## src/rtl/mls_learn_table_if.sv

```systemverilog
// mls_learn_table_if: learn-request and mactable-command bus of the SMAC learning table.
//   Learn side : iv_smac, iv_inport, i_learn_wr (to table), o_learn_ready (from table)
//   Mactable   : ov_smac_inport, ov_entry_addr, o_mactable_wr, o_entry_del (from table)
//   master     : parser/mactable side (drives learn requests, receives commands)
//   slave      : the learning table
interface mls_learn_table_if #(
    parameter int unsigned PORT_W = 9,
    parameter int unsigned ADDR_W = 5
);
    logic [47:0]          iv_smac;
    logic [PORT_W-1:0]    iv_inport;
    logic                 i_learn_wr;
    logic                 o_learn_ready;
    logic [48+PORT_W-1:0] ov_smac_inport;
    logic [ADDR_W-1:0]    ov_entry_addr;
    logic                 o_mactable_wr;
    logic                 o_entry_del;

    modport master (
        output iv_smac, iv_inport, i_learn_wr,
        input  o_learn_ready, ov_smac_inport, ov_entry_addr, o_mactable_wr, o_entry_del
    );

    modport slave (
        input  iv_smac, iv_inport, i_learn_wr,
        output o_learn_ready, ov_smac_inport, ov_entry_addr, o_mactable_wr, o_entry_del
    );
endinterface

```

## src/rtl/mls_learn_table.sv

```systemverilog
// mls_learn_table: DEPTH-entry parallel-compare SMAC learning table with aging.
// Ports:
//   i_clk, i_rst      clock, synchronous active-high reset
//   bus (slave)       learn requests in, mactable write/delete commands out
//   i_age_tick        aging period pulse
//   ov_drop_cnt       saturating count of dropped learn requests
//   ov_valid_cnt      number of valid entries
// Optional build macro: MLS_MCAST_FILTER_EN discards group-bit SMAC requests in IDLE.
module mls_learn_table #(
    parameter int unsigned DEPTH   = 32,
    parameter int unsigned ADDR_W  = 5,
    parameter int unsigned PORT_W  = 9,
    parameter int unsigned AGE_W   = 4,
    parameter int unsigned AGE_MAX = 15
) (
    input  logic                 i_clk,
    input  logic                 i_rst,
    mls_learn_table_if.slave     bus,
    input  logic                 i_age_tick,
    output logic [15:0]          ov_drop_cnt,
    output logic [ADDR_W:0]      ov_valid_cnt
);
    localparam int unsigned CNT_W  = ADDR_W + 1;
    localparam int unsigned DATA_W = 48 + PORT_W;

    typedef enum logic [1:0] {ST_IDLE, ST_COMPARE, ST_UPDATE, ST_AGE_SCAN} state_t;
    typedef enum logic [1:0] {OP_REFRESH, OP_MOVE, OP_FILL, OP_DROP} op_t;

    state_t              r_state, w_state_nxt;
    op_t                 r_op, w_op_nxt;
    logic [ADDR_W-1:0]   r_op_idx, w_op_idx_nxt;

    logic [47:0]         r_smac [DEPTH];
    logic [PORT_W-1:0]   r_port [DEPTH];
    logic [AGE_W-1:0]    r_age  [DEPTH];
    logic [DEPTH-1:0]    r_valid;

    logic [47:0]         r_req_smac;
    logic [PORT_W-1:0]   r_req_port;
    logic                r_age_pend;
    logic [ADDR_W-1:0]   r_scan_idx;

    logic                r_mt_wr, r_mt_del, r_ready;
    logic [ADDR_W-1:0]   r_mt_addr;
    logic [DATA_W-1:0]   r_mt_data;
    logic [15:0]         r_drop_cnt;
    logic [CNT_W-1:0]    r_valid_cnt;

    logic                w_wr_nxt, w_del_nxt, w_accept, w_start_scan, w_mcast;
    logic [ADDR_W-1:0]   w_addr_nxt;
    logic [DATA_W-1:0]   w_data_nxt;
    logic                w_hit, w_free;
    logic [ADDR_W-1:0]   w_hit_idx, w_free_idx;
    logic [1:0]          w_drop_inc;
    logic [16:0]         w_drop_sum;

`ifdef MLS_MCAST_FILTER_EN
    assign w_mcast = bus.iv_smac[40];
`else
    assign w_mcast = 1'b0;
`endif

    assign bus.o_learn_ready  = r_ready;
    assign bus.o_mactable_wr  = r_mt_wr;
    assign bus.o_entry_del    = r_mt_del;
    assign bus.ov_entry_addr  = r_mt_addr;
    assign bus.ov_smac_inport = r_mt_data;
    assign ov_drop_cnt        = r_drop_cnt;
    assign ov_valid_cnt       = r_valid_cnt;

    // Parallel compare; descending loop leaves the lowest matching/free index.
    always_comb begin
        w_hit      = 1'b0;
        w_hit_idx  = '0;
        w_free     = 1'b0;
        w_free_idx = '0;
        for (int i = int'(DEPTH) - 1; i >= 0; i--) begin
            if (r_valid[i] && (r_smac[i] == r_req_smac)) begin
                w_hit     = 1'b1;
                w_hit_idx = ADDR_W'(i);
            end
            if (!r_valid[i]) begin
                w_free     = 1'b1;
                w_free_idx = ADDR_W'(i);
            end
        end
    end

    // Next state and next registered outputs.
    always_comb begin
        w_state_nxt  = r_state;
        w_op_nxt     = r_op;
        w_op_idx_nxt = r_op_idx;
        w_accept     = 1'b0;
        w_start_scan = 1'b0;
        w_wr_nxt     = 1'b0;
        w_del_nxt    = 1'b0;
        w_addr_nxt   = r_mt_addr;
        w_data_nxt   = r_mt_data;
        case (r_state)
            ST_IDLE: begin
                if (bus.i_learn_wr) begin
                    if (!w_mcast) begin
                        w_accept    = 1'b1;
                        w_state_nxt = ST_COMPARE;
                    end
                end else if (r_age_pend) begin
                    w_start_scan = 1'b1;
                    w_state_nxt  = ST_AGE_SCAN;
                end
            end
            ST_COMPARE: begin
                // Decision and mactable command are registered here so the write lands in UPDATE.
                w_state_nxt = ST_UPDATE;
                if (w_hit) begin
                    w_op_idx_nxt = w_hit_idx;
                    if (r_port[w_hit_idx] == r_req_port) begin
                        w_op_nxt = OP_REFRESH;
                    end else begin
                        w_op_nxt   = OP_MOVE;
                        w_wr_nxt   = 1'b1;
                        w_addr_nxt = w_hit_idx;
                        w_data_nxt = {r_req_port, r_req_smac};
                    end
                end else if (w_free) begin
                    w_op_nxt     = OP_FILL;
                    w_op_idx_nxt = w_free_idx;
                    w_wr_nxt     = 1'b1;
                    w_addr_nxt   = w_free_idx;
                    w_data_nxt   = {r_req_port, r_req_smac};
                end else begin
                    w_op_nxt = OP_DROP;
                end
            end
            ST_UPDATE: begin
                w_state_nxt = ST_IDLE;
            end
            ST_AGE_SCAN: begin
                if (r_valid[r_scan_idx] && (r_age[r_scan_idx] == AGE_W'(AGE_MAX))) begin
                    w_wr_nxt   = 1'b1;
                    w_del_nxt  = 1'b1;
                    w_addr_nxt = r_scan_idx;
                    w_data_nxt = '0;
                end
                if (r_scan_idx == ADDR_W'(DEPTH - 1)) begin
                    w_state_nxt = ST_IDLE;
                end
            end
            default: w_state_nxt = ST_IDLE;
        endcase
    end

    // Drops: request while busy, filtered group SMAC, or table full.
    always_comb begin
        w_drop_inc = 2'(bus.i_learn_wr && !r_ready)
                   + 2'(bus.i_learn_wr && r_ready && w_mcast)
                   + 2'((r_state == ST_UPDATE) && (r_op == OP_DROP));
        w_drop_sum = {1'b0, r_drop_cnt} + 17'(w_drop_inc);
    end

    // State register.
    always_ff @(posedge i_clk) begin
        if (i_rst) begin
            r_state <= ST_IDLE;
        end else begin
            r_state <= w_state_nxt;
        end
    end

    // Table, aging and output registers.
    always_ff @(posedge i_clk) begin
        if (i_rst) begin
            r_valid     <= '0;
            for (int i = 0; i < int'(DEPTH); i++) begin
                r_age[i] <= '0;
            end
            r_age_pend  <= 1'b0;
            r_scan_idx  <= '0;
            r_op        <= OP_REFRESH;
            r_op_idx    <= '0;
            r_req_smac  <= '0;
            r_req_port  <= '0;
            r_mt_wr     <= 1'b0;
            r_mt_del    <= 1'b0;
            r_mt_addr   <= '0;
            r_mt_data   <= '0;
            r_ready     <= 1'b1;
            r_drop_cnt  <= '0;
            r_valid_cnt <= '0;
        end else begin
            r_mt_wr   <= w_wr_nxt;
            r_mt_del  <= w_del_nxt;
            r_mt_addr <= w_addr_nxt;
            r_mt_data <= w_data_nxt;
            r_ready   <= (w_state_nxt == ST_IDLE);
            r_op      <= w_op_nxt;
            r_op_idx  <= w_op_idx_nxt;
            r_drop_cnt <= w_drop_sum[16] ? 16'hFFFF : w_drop_sum[15:0];

            // A tick wins over the clear so a tick during a scan re-arms it.
            if (i_age_tick) begin
                r_age_pend <= 1'b1;
            end else if (w_start_scan) begin
                r_age_pend <= 1'b0;
            end

            if (w_accept) begin
                r_req_smac <= bus.iv_smac;
                r_req_port <= bus.iv_inport;
            end

            if (w_start_scan) begin
                r_scan_idx <= '0;
            end else if (r_state == ST_AGE_SCAN) begin
                r_scan_idx <= r_scan_idx + ADDR_W'(1);
            end

            if (r_state == ST_UPDATE) begin
                case (r_op)
                    OP_REFRESH: r_age[r_op_idx] <= '0;
                    OP_MOVE: begin
                        r_port[r_op_idx] <= r_req_port;
                        r_age[r_op_idx]  <= '0;
                    end
                    OP_FILL: begin
                        r_valid[r_op_idx] <= 1'b1;
                        r_smac[r_op_idx]  <= r_req_smac;
                        r_port[r_op_idx]  <= r_req_port;
                        r_age[r_op_idx]   <= '0;
                        r_valid_cnt       <= r_valid_cnt + CNT_W'(1);
                    end
                    default: ;
                endcase
            end

            if ((r_state == ST_AGE_SCAN) && r_valid[r_scan_idx]) begin
                if (r_age[r_scan_idx] == AGE_W'(AGE_MAX)) begin
                    r_valid[r_scan_idx] <= 1'b0;
                    r_valid_cnt         <= r_valid_cnt - CNT_W'(1);
                end else begin
                    r_age[r_scan_idx] <= r_age[r_scan_idx] + AGE_W'(1);
                end
            end
        end
    end
endmodule

```

## src/flat_wrapper.sv

```systemverilog
// flat-port wrapper written by rule: the top's interface ports become plain ports
module mls_learn_table_flat 
#(
    parameter int unsigned DEPTH   = 32,
    parameter int unsigned ADDR_W  = 5,
    parameter int unsigned PORT_W  = 9,
    parameter int unsigned AGE_W   = 4,
    parameter int unsigned AGE_MAX = 15
)
  (i_clk, i_rst, i_age_tick, ov_drop_cnt, ov_valid_cnt, bus_iv_smac, bus_iv_inport, bus_i_learn_wr, bus_o_learn_ready, bus_ov_smac_inport, bus_ov_entry_addr, bus_o_mactable_wr, bus_o_entry_del);
  mls_learn_table_if #(.PORT_W(PORT_W), .ADDR_W(ADDR_W)) bus_i ();
  input  logic i_clk;
  input  logic i_rst;
  input  logic i_age_tick;
  output logic [15:0] ov_drop_cnt;
  output logic [ADDR_W:0] ov_valid_cnt;
  input wire logic [$bits(bus_i.iv_smac)-1:0] bus_iv_smac;
  input wire logic [$bits(bus_i.iv_inport)-1:0] bus_iv_inport;
  input wire logic [$bits(bus_i.i_learn_wr)-1:0] bus_i_learn_wr;
  output wire logic [$bits(bus_i.o_learn_ready)-1:0] bus_o_learn_ready;
  output wire logic [$bits(bus_i.ov_smac_inport)-1:0] bus_ov_smac_inport;
  output wire logic [$bits(bus_i.ov_entry_addr)-1:0] bus_ov_entry_addr;
  output wire logic [$bits(bus_i.o_mactable_wr)-1:0] bus_o_mactable_wr;
  output wire logic [$bits(bus_i.o_entry_del)-1:0] bus_o_entry_del;
  assign bus_i.iv_smac = bus_iv_smac;
  assign bus_i.iv_inport = bus_iv_inport;
  assign bus_i.i_learn_wr = bus_i_learn_wr;
  assign bus_o_learn_ready = bus_i.o_learn_ready;
  assign bus_ov_smac_inport = bus_i.ov_smac_inport;
  assign bus_ov_entry_addr = bus_i.ov_entry_addr;
  assign bus_o_mactable_wr = bus_i.o_mactable_wr;
  assign bus_o_entry_del = bus_i.o_entry_del;
  mls_learn_table #(.DEPTH(DEPTH), .ADDR_W(ADDR_W), .PORT_W(PORT_W), .AGE_W(AGE_W), .AGE_MAX(AGE_MAX)) u_core (.i_clk(i_clk), .i_rst(i_rst), .bus(bus_i), .i_age_tick(i_age_tick), .ov_drop_cnt(ov_drop_cnt), .ov_valid_cnt(ov_valid_cnt));
endmodule
```

## config.mk

```make
export PLATFORM = sky130hd
export DESIGN_NAME = mls_learn_table_flat
export DESIGN_NICKNAME = d
export VERILOG_FILES = /design/src/rtl/mls_learn_table_if.sv /design/src/rtl/mls_learn_table.sv /design/src/flat_wrapper.sv
export SDC_FILE = /design/constraint.sdc
export NUM_CORES = 2
export LEC_CHECK = 0
export BUFFER_PORTS_ARGS = -buffer_cell sky130_fd_sc_hd__buf_2
export CORE_MARGIN = 4
export CORE_UTILIZATION = 30
export DETAILED_ROUTE_END_ITERATION = 8
export MAX_ROUTING_LAYER = met4
export PLACE_DENSITY = 0.51
export SLEW_MARGIN = 10
export SYNTH_ARGS = -nofsm -noshare
export SYNTH_HDL_FRONTEND = slang
export SYNTH_SLANG_ARGS = --single-unit
export TNS_END_PERCENT = 10
```

## constraint.sdc

```tcl
create_clock -name i_clk -period 7.15 [get_ports i_clk]
set_input_delay 1.43 -clock i_clk [delete_from_list [all_inputs] [get_ports i_clk]]
set_output_delay 1.43 -clock i_clk [all_outputs]
set_load 0.05 [all_outputs]
```

Word level (Yosys, flattened, before mapping)
Memories as Yosys holds them, arrays and structs flattened. A register that Yosys moved wholly into a read port is not among the register bits.
Index checks and enable logic that the tools add are counted.

storage, ports and cells
  register bits = 191
  memory bits (writable) = 1952
  input bits = 61
  output and inout bits = 87
  word-level logic and storage cells = 333
  memories = 3

memories
  memory         words  width  rd ports  clocked after memory_dff  write ports  line                   RTL
  u_core.r_smac  32     48     32        0                         1            mls_learn_table.sv:33  logic [47:0] r_smac [DEPTH];
  u_core.r_port  32     9      1         0                         1            mls_learn_table.sv:34  logic [PORT_W-1:0] r_port [DEPTH];
  u_core.r_age   32     4      1         1                         32           mls_learn_table.sv:35  logic [AGE_W-1:0] r_age [DEPTH];

operators by class
  add/subtract/negate cells = 6
  magnitude comparators = 4
  eq/ne operators = 44
  multiplexer cells = 203
  bitwise logic cells = 7
  reductions and logical operators = 51

operator list
  kind                                                                                  count
  48-bit equality test                                                                  32
  5-bit 2-to-1 mux                                                                      73
  57-bit 2-to-1 mux                                                                     4
  32-bit 2-to-1 mux                                                                     5
  57-bit one-hot mux with 2 select lines                                                1
  1-bit 2-to-1 mux                                                                      100
  1-bit logical AND                                                                     38
  32-bit bitwise AND                                                                    1
  32-bit NOT                                                                            1
  32-bit bitwise OR                                                                     1
  6-bit 2-to-1 mux                                                                      4
  16-bit by 2-bit adder with 17-bit output                                              1
  16-bit 2-to-1 mux                                                                     1
  4-bit 2-to-1 mux                                                                      4
  5-bit by 6-bit less-than comparator with 1-bit output (second input constant)         2
  1-bit demux with 5-bit select                                                         2
  5-bit by 1-bit greater-or-equal comparator with 1-bit output (second input constant)  2
  5-bit one-hot mux with 2 select lines                                                 1
  9-bit equality test                                                                   1
  9-bit 2-to-1 mux                                                                      1
  2-bit equality test (second input constant)                                           4
  2-bit 2-to-1 mux                                                                      4
  2-bit one-hot mux with 4 select lines                                                 1
  4-bit OR reduction                                                                    2
  21 further kinds                                                                      29

Logic depth before layout (Yosys ltp)
An unclocked memory read counts as a cell.

  depth after elaboration = 40
  depth in mapped cells = 28

Worst setup path before layout
No wires, ideal clock.

  path type = flip-flop to flip-flop
  start point = register u_core.r_req_smac[30]
  end point = register u_core.r_mt_data[51] (netlist: u_core.bus.ov_smac_inport[51])
  library setup time = 0.070 ns
  arrival time = 5.659 ns
  data required time = 7.080 ns
  slack = 1.421 ns
  stages on the path, launching flop included = 24
  buffers on the path = 6
  clock period less this slack = 5.729 ns
  cells stage by stage = dfxtp_1 -> buf_2 -> buf_2 -> buf_2 -> xnor2_1 -> nand4_1 -> nor3_1 -> nand3_1 -> or4_1 -> a311oi_1 -> o221a_2 -> o211ai_1 -> buf_4 -> buf_2 -> nor2b_1 -> o211a_1 -> a2111oi_0 -> nand3_1 -> xnor2_1 -> a211oi_1 -> and4_4 -> buf_4 -> o21ai_1 -> a21oi_1

between the ends
  cells in the longest elaborated chain, start to end = 38

ends and longest elaborated chain
  item                                    line                    RTL
  start, declared                         mls_learn_table.sv:38   logic [47:0] r_req_smac;
  start signal, assigned                  mls_learn_table.sv:208  r_req_smac <= bus.iv_smac;
  48-bit equality test                    mls_learn_table.sv:78   if (r_valid[i] && (r_smac[i] == r_req_smac)) begin
  1-bit logical AND                       mls_learn_table.sv:78
  5-bit 2-to-1 mux (32 in series)         mls_learn_table.sv:78
  memory 32 x 9 bit                       n/a
  9-bit equality test                     mls_learn_table.sv:117  if (r_port[w_hit_idx] == r_req_port) begin
  3-bit inequality test (no source line)  n/a
  4-bit AND reduction (no source line)    n/a
  end signal, assigned                    mls_learn_table.sv:194  r_mt_data <= w_data_nxt;
  end, declared                           mls_learn_table.sv:45   logic [DATA_W-1:0] r_mt_data;

Parallel ways exist; a longest one is shown, timed or not.
A chain may end at the register's enable or synchronous reset.

Worst setup path in the final report
  start point = register u_core.r_req_smac[17]
  end point = register u_core.r_mt_data[37] (netlist: u_core.bus.ov_smac_inport[37])

The elaborated chain is that of the path after synthesis.

==> flow_metrics.tcl <==
set metrics [dict create \
    run_status "complete, no violations" \
    final_worst_path_period_share_pct 98.3 \
    power_density_nw_per_um2 250 \
    power_mw 29.4 \
    dp.final_hpwl_um 291000 \
    max-clock-path-buffers 4 \
    grt_max_degree 80 \
    placed_cells 12300 \
    post_dp_cell_area_sq_um 110000 \
    final_critical_path_setup_slack_ns 0.122 \
    cts-buffers-inserted 236 \
    first_global_vias 67600 \
    drt_drc_violations_left 0 \
    post_route_cells_drive_above_1_share_pct 16.3 \
    register_area_sq_um 62700 \
    clock_insertion_delay_worst_skew_ns 0.95 \
    synth_area_sq_um 99500 \
    route.vias.total 70500 \
    min_delay_worst_endpoint "u_core.bus.ov_smac_inport[24]$_SDFFE_PP0P_" \
    slew-limit-headroom_pct 19.4 \
    first_pass_iters 6 \
    layoutNonFillerInstCount 12800 \
    io-pin-count 148 \
    rrSetupSlack_ns 0.12 \
    number_of_antenna_violating_nets_in_the_routed_design 0 \
    grt_pass1_wl_um 562000 \
    yosys_warnings 0 \
    clock_tree.htree_level_count 4 \
    syn-instance-count 7564 \
    fp.coreArea_sq_um 330000 \
    finalMaxSlewViolations 0 \
    cp.required_ns 7.91 \
    die_area_sq_um 341000 \
    min-delay-start "u_core.bus.ov_smac_inport[24]$_SDFFE_PP0P_" \
    ys_types 113 \
    die_h_um 584 \
    clock_skew_ns 0.113 \
    placer_congestion 0.989 \
    floorplan.initialDensity_pct 30.1 \
    regToRegStartpoint "u_core.r_req_smac[17]$_SDFFE_PP0P_" \
    grt_remaining_overflow 0 \
    port_buffers 147 \
    synth_edf_count 1952 \
    finalNetCount 8256 \
    synth.yosys.seq_area_share_pct 62.9 \
    worst_hold_path.num_cells 2 \
    worst-setup-path-type "register to register" \
    dpl_worst_slack_ns 0.0725 \
    antenna_found_initial 33 \
    setup.worst_path.start_class "register" \
    clock_pin_slew_on_the_worst_setup_and_hold_paths_ns 0.06 \
    fmaxAchievable_mhz 142 \
    timing.critical_path.to_type "register" \
    worst_reg2reg_path_depth 25 \
    cellLeakagePower_nw 38.6 \
    hold_viol 0 \
    final.fill_count 31800 \
    reg_to_reg_end "u_core.bus.ov_smac_inport[37]$_SDFFE_PP0P_" \
    number_of_buffers_added_to_fix_hold_violations_after_cts 0 \
    min_period_ns 7.03 \
    rows 211 \
    vdd_ir_drop_max_mv 0.209 \
    synth.ff_latch_count 2148 \
    detailed_route_wl_um 413000 \
    syn_to_final_growth_pct 18.4 \
    hp-class "register to register" \
    detail_route.wl_per_cell_um 32.4 \
    grtUsageTotal_pct 24.0 \
    timing_worst_slew_pin_value_ns 1.21 \
    timing.max_cap.violations 0 \
    fin_area_sq_um 118000 \
    floorplan.die.width_um 584 \
    crit_arrival_ns 7.79 \
    ys.flop_type "edfxtp_1" \
    setup_violations 0 \
    synth_nets 7635 \
    cts.sink_count 2148 \
    tritoncts "yes" \
    root_buffer_cell "clkbuf_16" \
    syn_area_per_cell_sq_um 13.1 \
    multi_input_comb_area_sq_um 34800 \
    detail_route.iter0.violations 9356 \
    routed_via_density 5.53 \
    worst-path-max-fanout 23 \
    asyncSetResetFlopFracSynth_pct 0 \
]
per-layer routing:
layer  global-route usage (%)  vias up  part of all wire, %
met2                     35.9     3579                   44
met4                     6.98        0                  3.5
met5                        -        -                    0
met1                     33.7    36600                   44
li1                         -    29800                    -
met3                     3.35      598                  7.9
layout by cell type, fill, tap and decap left out, types with 45 or more instances in the layout:
master        n
a21oi_1     242
nand4_1     431
buf_12       96
nor4_1      304
nor2_1      330
o21ai_1      64
nor3_1      132
nor4b_1      45
nand3_1     163
clkinv_1     45
nor2b_1     105
nand2_1     376
dfxtp_4      49
or2_2        47
edfxtp_1   1952
or3_1        50
nand2b_1    373
mux4_2       53
or4_1        68
clkbuf_16   239
buf_2       146
buf_4       491
mux2i_1     106
dfxtp_1     147
xor2_1      643
inv_1       124
o21ai_0      56
xnor2_1     695
o2111ai_1    65
synth_stat cells (106+ instances only):
master / instances / share of area, %
mux2i_1: 106 / 1.1
a21oi_1: 246 / 1.2
nand2b_1: 373 / 2.3
nor4_1: 311 / 2.0
dfxtp_1: 196 / 3.9
buf_2: 148 / 0.74
nor3_1: 132 / 0.66
xor2_1: 643 / 5.7
nand2_1: 378 / 1.4
nand4_1: 431 / 2.7
inv_1: 125 / 0.47
edfxtp_1: 1952 / 59
xnor2_1: 695 / 6.1
nor2_1: 371 / 1.4
nand3_1: 163 / 0.82
through the flow:
stage,utilization (%),hold WS [ns],setup TNS [ns]
after global routing,35.6,0.486,-0.0401
after detailed placement,33.2,0.470,0
after CTS,35.6,0.481,0
after global placement,33.2,0.483,0
final,35.7,0.481,0
after floorplan,-,0.460,0
registers in the layout, indices dropped and copies added, names as in the netlist, named ones only:
| signal | flops |
|---|---|
| u_core.ov_drop_cnt | 16 |
| u_core.r_op | 2 |
| u_core.r_req_port | 9 |
| u_core.bus.o_mactable_wr | 1 |
| u_core.r_smac | 1536 |
| u_core.r_port | 288 |
| u_core.r_op_idx | 5 |
| u_core.bus.ov_smac_inport | 57 |
| u_core.r_valid | 32 |
| u_core.bus.ov_entry_addr | 5 |
| u_core.r_state | 2 |
| u_core.ov_valid_cnt | 6 |
| u_core.r_age_pend | 1 |
| u_core.bus.o_learn_ready | 1 |
| u_core.r_scan_idx | 5 |
| u_core.r_age | 128 |
| u_core.bus.o_entry_del | 1 |
| u_core.r_req_smac | 48 |
final cells by class:
| class | instances | share of cell area, % |
|---|---|---|
| antenna | 12 | 0.0255 |
| clock buffer | 284 | 5.30 |
| clock inverter | 149 | 1.35 |
| inverter | 131 | 0.418 |
| multi-input combinational | 4931 | 29.6 |
| sequential | 2148 | 53.3 |
| tap | 4366 | 4.64 |
| timing repair buffer | 737 | 5.43 |
worst max-delay path, stage by stage, from the launching register on:
cell,delay [ns]
dfxtp_4,0.78
inv_2,0.07
a22o_1,0.26
a2111oi_1,0.73
buf_4,0.23
nand4_1,0.13
or4_1,0.69
a311oi_1,0.31
buf_4,0.18
o221a_2,0.30
buf_12,0.15
o211ai_1,0.14
buf_12,0.21
nor2b_1,0.15
o211a_1,0.24
a2111oi_0,0.52
nand3_1,0.14
buf_4,0.17
xnor2_1,0.11
a211oi_1,0.25
buf_4,0.19
nand4_2,0.19
buf_12,0.22
buf_12,0.16
nand4_1,0.11
a21oi_1,0.10
cell families after synthesis:
group           after synthesis  share of synthesized area, %
buf+inv                     485                          2.49
simple gates               2691                          15.3
fa+ha+maj                    10                         0.133
compound gates              715                          4.88
xor+xnor                   1341                          11.8
flops                      2148                          62.9
mux                         174                          2.44
how the worst max path moves through the flow:
stage               slack, ns  cells after the start                                    endpoint                               start
detailed placement       0.07                     22  u_core.bus.ov_smac_inport[26]$_SDFFE_PP0P_  u_core.r_req_smac[17]$_SDFFE_PP0P_
CTS                     0.002                     23  u_core.bus.ov_smac_inport[37]$_SDFFE_PP0P_   u_core.r_req_smac[5]$_SDFFE_PP0P_
finish                   0.12                     25  u_core.bus.ov_smac_inport[37]$_SDFFE_PP0P_  u_core.r_req_smac[17]$_SDFFE_PP0P_
global placement         0.02                     24  u_core.bus.ov_smac_inport[17]$_SDFFE_PP0P_  u_core.r_req_smac[17]$_SDFFE_PP0P_
global route            -0.02                     26  u_core.bus.ov_smac_inport[37]$_SDFFE_PP0P_  u_core.r_req_smac[17]$_SDFFE_PP0P_
floorplan                1.42                     23  u_core.bus.ov_smac_inport[51]$_SDFFE_PP0P_  u_core.r_req_smac[30]$_SDFFE_PP0P_
where the power goes:
part,internal [mW],switching [mW]
combinational,0.806,1.84
sequential,13.8,0.311
clock,7.28,5.36
total,21.9,7.51
timing repair:
item	CTS	global route
setup buffers	0	8
setup endpoints to repair	2	62
gates resized for setup	1	2
Note: power is estimated with default switching activity, not from simulation.
